--- config.mk ---
export PLATFORM = sky130hd
export DESIGN_NAME = lif_neuron_multi
export DESIGN_NICKNAME = d
export VERILOG_FILES = /design/src/rtl/lif_neuron_multi.sv
export SDC_FILE = /design/constraint.sdc
export NUM_CORES = 1
export LEC_CHECK = 0
export CAP_MARGIN = 15
export CORE_ASPECT_RATIO = 0.5
export CORE_UTILIZATION = 41
export CTS_BUF_LIST = sky130_fd_sc_hd__clkbuf_4 sky130_fd_sc_hd__clkbuf_8
export DETAILED_ROUTE_END_ITERATION = 16
export PLACE_DENSITY = 0.72
export SKIP_LAST_GASP = 1
export SLEW_MARGIN = 10
export SYNTH_ARGS = -nofsm -noshare
export SYNTH_HDL_FRONTEND = slang
export SYNTH_SLANG_ARGS = --single-unit
--- constraint.sdc ---
create_clock -name clk -period 12.6 [get_ports clk]
set_input_delay 2.52 -clock clk [delete_from_list [all_inputs] [get_ports clk]]
set_output_delay 2.52 -clock clk [all_outputs]
set_load 0.1 [all_outputs]
--- src/rtl/lif_neuron_multi.sv ---
// Multi-input leaky integrate-and-fire neuron with saturating membrane,
// shift leak, absolute refractory period and a saturating spike counter.
module lif_neuron_multi #(
  parameter int N_IN       = 4,
  parameter int W          = 8,
  parameter int VW         = 12,
  parameter int LEAK_SHIFT = 3,
  parameter int REFRAC     = 4,
  parameter int RESET_MODE = 0
) (
  input  logic              clk,
  input  logic              rst,
  input  logic              en,
  input  logic [N_IN*W-1:0] in_data,
  input  logic [N_IN-1:0]   in_valid,
  input  logic [VW-1:0]     threshold,
  output logic              spike,
  output logic [VW-1:0]     vmem,
  output logic              refractory,
  output logic [15:0]       spike_count
);

  localparam int SW = W + $clog2(N_IN);
  localparam int CW = (REFRAC > 1) ? $clog2(REFRAC + 1) : 1;

  typedef enum logic {ACTIVE = 1'b0, REFR = 1'b1} state_t;

  function automatic logic [VW-1:0] sat_vmem(input logic [VW:0] v);
    return v[VW] ? {VW{1'b1}} : v[VW-1:0];
  endfunction

  function automatic logic [15:0] sat_inc16(input logic [15:0] c);
    return (c == 16'hFFFF) ? c : c + 16'd1;
  endfunction

  state_t        state, state_nxt;
  logic [CW-1:0] cnt, cnt_nxt;
  logic [VW-1:0] vmem_nxt;
  logic          spike_nxt;
  logic [15:0]   count_nxt;

  logic [SW-1:0] sum;
  logic [VW-1:0] leak;
  logic [VW-1:0] v_leaked;
  logic [VW:0]   v_raw;
  logic [VW-1:0] v_sat;
  logic [VW-1:0] residual;
  logic          fire;

  always_comb begin
    sum = '0;
    for (int i = 0; i < N_IN; i++) begin
      if (in_valid[i]) sum = sum + SW'(in_data[i*W +: W]);
    end
  end

  // Leak never exceeds vmem, so the subtraction stays non-negative; one
  // extra bit on the add catches overflow for saturation.
  assign leak     = (LEAK_SHIFT == 0) ? '0 : (vmem >> LEAK_SHIFT);
  assign v_leaked = vmem - leak;
  assign v_raw    = {1'b0, v_leaked} + {{(VW + 1 - SW){1'b0}}, sum};
  assign v_sat    = sat_vmem(v_raw);
  assign fire     = (v_sat >= threshold);
  assign residual = v_sat - threshold;

  always_comb begin
    state_nxt = state;
    cnt_nxt   = cnt;
    vmem_nxt  = vmem;
    spike_nxt = 1'b0;
    count_nxt = spike_count;
    if (en) begin
      case (state)
        ACTIVE: begin
          if (fire) begin
            spike_nxt = 1'b1;
            vmem_nxt  = (RESET_MODE == 1) ? residual : '0;
            count_nxt = sat_inc16(spike_count);
            if (REFRAC > 0) begin
              state_nxt = REFR;
              cnt_nxt   = CW'(REFRAC);
            end
          end else begin
            vmem_nxt = v_sat;
          end
        end
        REFR: begin
          cnt_nxt = cnt - CW'(1);
          if (cnt == CW'(1)) state_nxt = ACTIVE;
        end
        default: state_nxt = ACTIVE;
      endcase
    end
  end

  always_ff @(posedge clk or posedge rst) begin
    if (rst) begin
      state       <= ACTIVE;
      cnt         <= '0;
      vmem        <= '0;
      spike       <= 1'b0;
      spike_count <= '0;
    end else begin
      state       <= state_nxt;
      cnt         <= cnt_nxt;
      vmem        <= vmem_nxt;
      spike       <= spike_nxt;
      spike_count <= count_nxt;
    end
  end

  assign refractory = (state == REFR);

endmodule
Word level (Yosys, flattened, before mapping) --
Index checks and enable logic that the tools add are counted.
Operators by class: muxes and demuxes 13, eq/ne operators 3, $lt $le $gt $ge 1, reductions and logical operators 3, bitwise logic cells 2, add/subtract/negate cells 7
Operators by type and width (number):
- adder 10 x 8 -> 10 bit | 3
- two-way mux 10 bit | 3
- two-way mux 12 bit | 2
- adder 16 x 1 -> 16 bit (second input constant) | 1
- == test 16 bit (second input constant) | 1
- adder 12 x 10 -> 13 bit | 1
- greater-or-equal comparator 12 bit | 1
- subtractor 12 x 9 -> 12 bit | 1
- two-way mux 8 bit | 1
- one-hot mux 3 bit (2 select lines) | 1
- two-way mux 1 bit | 4
- AND reduction 2 bit | 2
- AND reduction 4 bit | 1
- == test 3 x 1 -> 1 bit (second input constant) | 1
- two-way mux 3 bit | 1
- subtractor 3 x 1 -> 3 bit (second input constant) | 1
- != test 2 bit (second input constant) | 1
- NOT 1 bit | 2
- one-hot mux 1 bit (2 select lines) | 1
Word-level totals: register bits after elaboration 33, output and inout bits 30, word-level logic and storage cells 34

Depth between registers and ports, before layout --
depth in word-level cells 13, mapped depth 40, gate-level depth less buffers 38

Least setup slack after synthesis --
Ideal clock, no wire load.
path type in2reg, start input port in_valid[0], end register spike_count[8], slack 3258 ps, library setup time 163 ps, stages 37, data arrival time 9178 ps, cells stage by stage clkbuf_1 > and2_1 > ha_1 > inv_1 > fa_1 > nor2b_1 > nor3_1 > o31ai_1 > xor2_1 > mux2_2 > ha_1 > a2111oi_0 > nor2_1 > xor2_1 > mux2_2 > ha_1 > nand3_1 > a21boi_0 > mux2i_1 > o22ai_1 > ha_1 > o21ai_0 > a21oi_1 > nor2_1 > a21o_1 > a211o_1 > clkbuf_1 > nand2_1 > ha_1 > a21o_1 > a21o_1 > a221oi_1 > o21ai_1 > nand2_1 > clkbuf_1 > nor3_1 > xor2_1
Between the ends: cells in the longest elaborated chain, start to end 11
RTL lines:
- start: declaration | line 15 | input logic [N_IN-1:0] in_valid,
- two-way mux 8 bit * | line 53 | if (in_valid[i]) sum = sum + SW'(in_data[i*W +: W]);
- adder 10 x 8 -> 10 bit | line 53
- two-way mux 10 bit * | line 53
- adder 10 x 8 -> 10 bit | line 53
- two-way mux 10 bit * | line 53
- adder 10 x 8 -> 10 bit | line 53
- two-way mux 10 bit * | line 53
- adder 12 x 10 -> 13 bit * | line 61 | assign v_raw = {1'b0, v_leaked} + {{(VW + 1 - SW){1'b0}}, sum};
- two-way mux 12 bit * | line 29 | return v[VW] ? {VW{1'b1}} : v[VW-1:0];
- greater-or-equal comparator 12 bit * | line 63 | assign fire = (v_sat >= threshold);
- AND reduction 4 bit (no line) *
- end signal: assignment | line 108 | spike_count <= count_nxt;
- end: declaration | line 20 | output logic [15:0] spike_count
Mark *: on every way between the ends. The rest lies on a longest branch, timed or not. A chain may end at the register's enable or synchronous reset.

Worst setup path after layout --
start input port in_valid[0], end register spike_count[6]
The elaborated chain is that of the path after synthesis.

==> summary.txt <==
Outcome
  – Status: finished clean

Timing
  – RSZ-0062 raised after global routing: no
  – Fin crit share: 83.72%
  – Fmax: 94.80 MHz
  – Final setup vio count: 0
  – Clock skew: 0.008313 ns
  – Setup total negative slack: 0 ns
  – Max Transition Viols Final: 0
  – Worst-margin pin slew: 0.9845 ns
  – Post-layout minimum cycle time: 10.55 ns
  – Final Hold Fails: 0
  – Relative slew margins: 34.16%

Logic synthesis
  – Cell Area, Synth: 4187 sq um
  – Ys Warns: 0
  – Seq/Total Area, Yosys: 19.73%
  – Post-synth ARST share: 100.0%
  – Most used DFF post-synth: dfrtp_1
  – Syn_area_per_cell: 8.257 sq um
  – Yosys reg bits: 33
  – Post-synth EDFFs: 0
  – Post-synthesis cell type count: 58
  – Syn Inst Count: 507
  – Syn Nets: 620

Critical path
  – Cell mode on critical path: ha_1
  – CP Max Fanout: 14
  – Worst path max stage delay: 0.61 ns
  – Worst r2r src: vmem[3]$_DFFE_PP0P_
  – FF-to-FF path depth: 22
  – Crit path from: in_valid[0]
  – Critical Path Slowest Stage Cell: clkdlybuf4s50_1
  – Crit path DAT: 10.72 ns
  – Register-to-register setup slack: 7.01 ns
  – Crit path kind: primary input to flop
  – Critical Path Source Type: primary input
  – Endpoint type of the worst setup path: flop
  – Worst EP required: 12.77 ns

Floorplan
  – Die area: 10640 sq um
  – I/O Pins: 81
  – Starting Density: 43.31%
  – Die width: 144.9 um
  – Chip height: 73.46 um
  – Row cnt: 25
  – Core area: 9666 sq um

Placement
  – Detailed placer's ending HPWL: 7882 um
  – # port buffers: 80
  – Placer Congestion: 0.8427

Clock network
  – CTS clk-pin slew, worst paths: 0.06 ns
  – CTS Hold Bufs: 0
  – Clock root cell: clkbuf_8
  – Post-CTS Setup Inserts: 0
  – Post-CTS Resized: 0
  – Total CTS buffers: 5
  – Clock Path Buffers: 2
  – H-tree depth: 2
  – CTS Sinks: 33
  – Skew-Pair Late Insertion Delay: 0.29 ns
  – CTS tree: built

Drt
  – Drt drc: 0
  – Via Count: 3828
  – Routed WL: 9693 um
  – Post-route ant nets: 0
  – DR pass1 iterations: 5
  – Iteration-0 DRC Markers: 245
  – Routed wire per std cell: 13.46 um
  – Via/cell ratio: 5.317

GRT
  – Number of global-route vias before repair: 3577
  – Initial antenna violation count: 0
  – Largest net degree at the start of global routing: 34
  – GR Overflow Total: 0
  – First-pass GRT wire length: 16260 um
  – All-layer global routing usage: 18.67%

Min path
  – WHS Path Cells: 1
  – Hold wc startpoint: spike_count[4]$_DFFE_PP0P_
  – Hold crit path type: flop to flop

Run
  – Max-Cap Viols: 0

Finish
  – Fin nets: 697
  – Commonest cells after routing, fill and taps aside: clkdlybuf4s50_1 (80), ha_1 (57), inv_1 (49)
  – Number of diodes: 0
  – Synthesis-to-finish area growth: 25.04%
  – Most common cell after layout, fill and taps aside: clkdlybuf4s50_1
  – Layout cells sized above 1: 6.838%
## cell usage after synthesis, types with 3 or more instances
cell type / number / share of area (%)
nor4_1: 4 / 0.60
a211o_1: 3 / 0.63
ha_1: 57 / 17
a211oi_1: 3 / 0.54
nand2b_1: 6 / 0.90
nand2_1: 42 / 3.8
and3_1: 4 / 0.60
and2_1: 7 / 1.0
mux2i_1: 5 / 1.2
xor2_1: 18 / 3.8
or3_1: 4 / 0.60
dfrtp_1: 33 / 20
o21ai_0: 31 / 3.7
xnor2_1: 22 / 4.6
clkbuf_1: 10 / 0.90
mux2_2: 17 / 4.6
o21a_1: 9 / 1.6
fa_1: 5 / 2.4
o31a_1: 5 / 1.0
a221oi_2: 8 / 2.9
a31oi_1: 4 / 0.60
nor2_1: 28 / 2.5
inv_1: 49 / 4.4
o22ai_1: 3 / 0.45
nand4_1: 3 / 0.45
a21oi_1: 36 / 4.3
nor3_1: 17 / 2.0
nand3_1: 13 / 1.6
a21o_1: 13 / 2.3
nor2b_1: 8 / 1.2
## metrics by stage
step | hold WS [ns] | cells | instance area (sq um) | util (%) | worst slack (ns)
finish | 0.5055 | 720 | 5235 | 54.16 | 2.052
global route | 0.5439 | 720 | 5235 | 54.16 | 1.229
CTS | 0.5100 | 720 | 5235 | 54.16 | 2.034
detailed placement | 0.4975 | 712 | 5115 | 52.92 | 1.784
global placement | 0.4683 | 712 | 5115 | 52.92 | 1.945
floorplan | 0.4498 | 507 | 4187 | - | 3.258
## area by class of cell
type	instances	area (sq um)
Fill cell	906	4431
Multi-Input combinational cell	414	3128
Sequential cell	33	825.8
Timing Repair Buffer	81	808.3
Inverter	49	183.9
Tap cell	135	168.9
Clock buffer	7	90.09
Clock inverter	1	30.03
## flip-flops by register name, indices dropped and copies added, names as in the netlist
signal	count
spike	1
vmem	12
spike_count	16
refractory	1
cnt	3
## worst paths after layout
check	to
setup / recovery	spike_count[6]$_DFFE_PP0P_
hold / removal	spike_count[4]$_DFFE_PP0P_
setup reg to reg	spike_count[6]$_DFFE_PP0P_
hold reg to reg	spike_count[4]$_DFFE_PP0P_
max in group asynchronous	vmem[10]$_DFFE_PP0P_
min in group asynchronous	cnt[1]$_DFFE_PP0P_
## worst max-delay path, delay by kind of cell
family                   cells  cell delay (ns)
AND/OR/NAND/NOR             10             1.45
buffers and inverters        3             1.16
XOR/XNOR                     3             0.42
adder cells (fa/ha/maj)      6             1.83
AO/OA/AOI/OAI               11             2.51
multiplexers                 3             0.81
## cell families after synthesis
logic type      share of synthesized area (%)
compound gates                          24.09
simple gates                            17.07
fa+ha+maj                               19.43
buf+inv                                 5.559
xor+xnor                                8.368
flops                                   19.72
mux                                     5.768
## metal layers
metal / up-vias / global-route usage, % / part of all wire (%)
met1: 1719 / 25.99 / 52
met2: 99 / 31.62 / 43
met3: 7 / 1.925 / 4.4
li1: 2003 / - / -
met4: 0 / 3.901 / 0.86
met5: - / 0 / 0
Power is not shown: default switching activity piles up to over one toggle a cycle in this logic, so the estimate is an artifact.
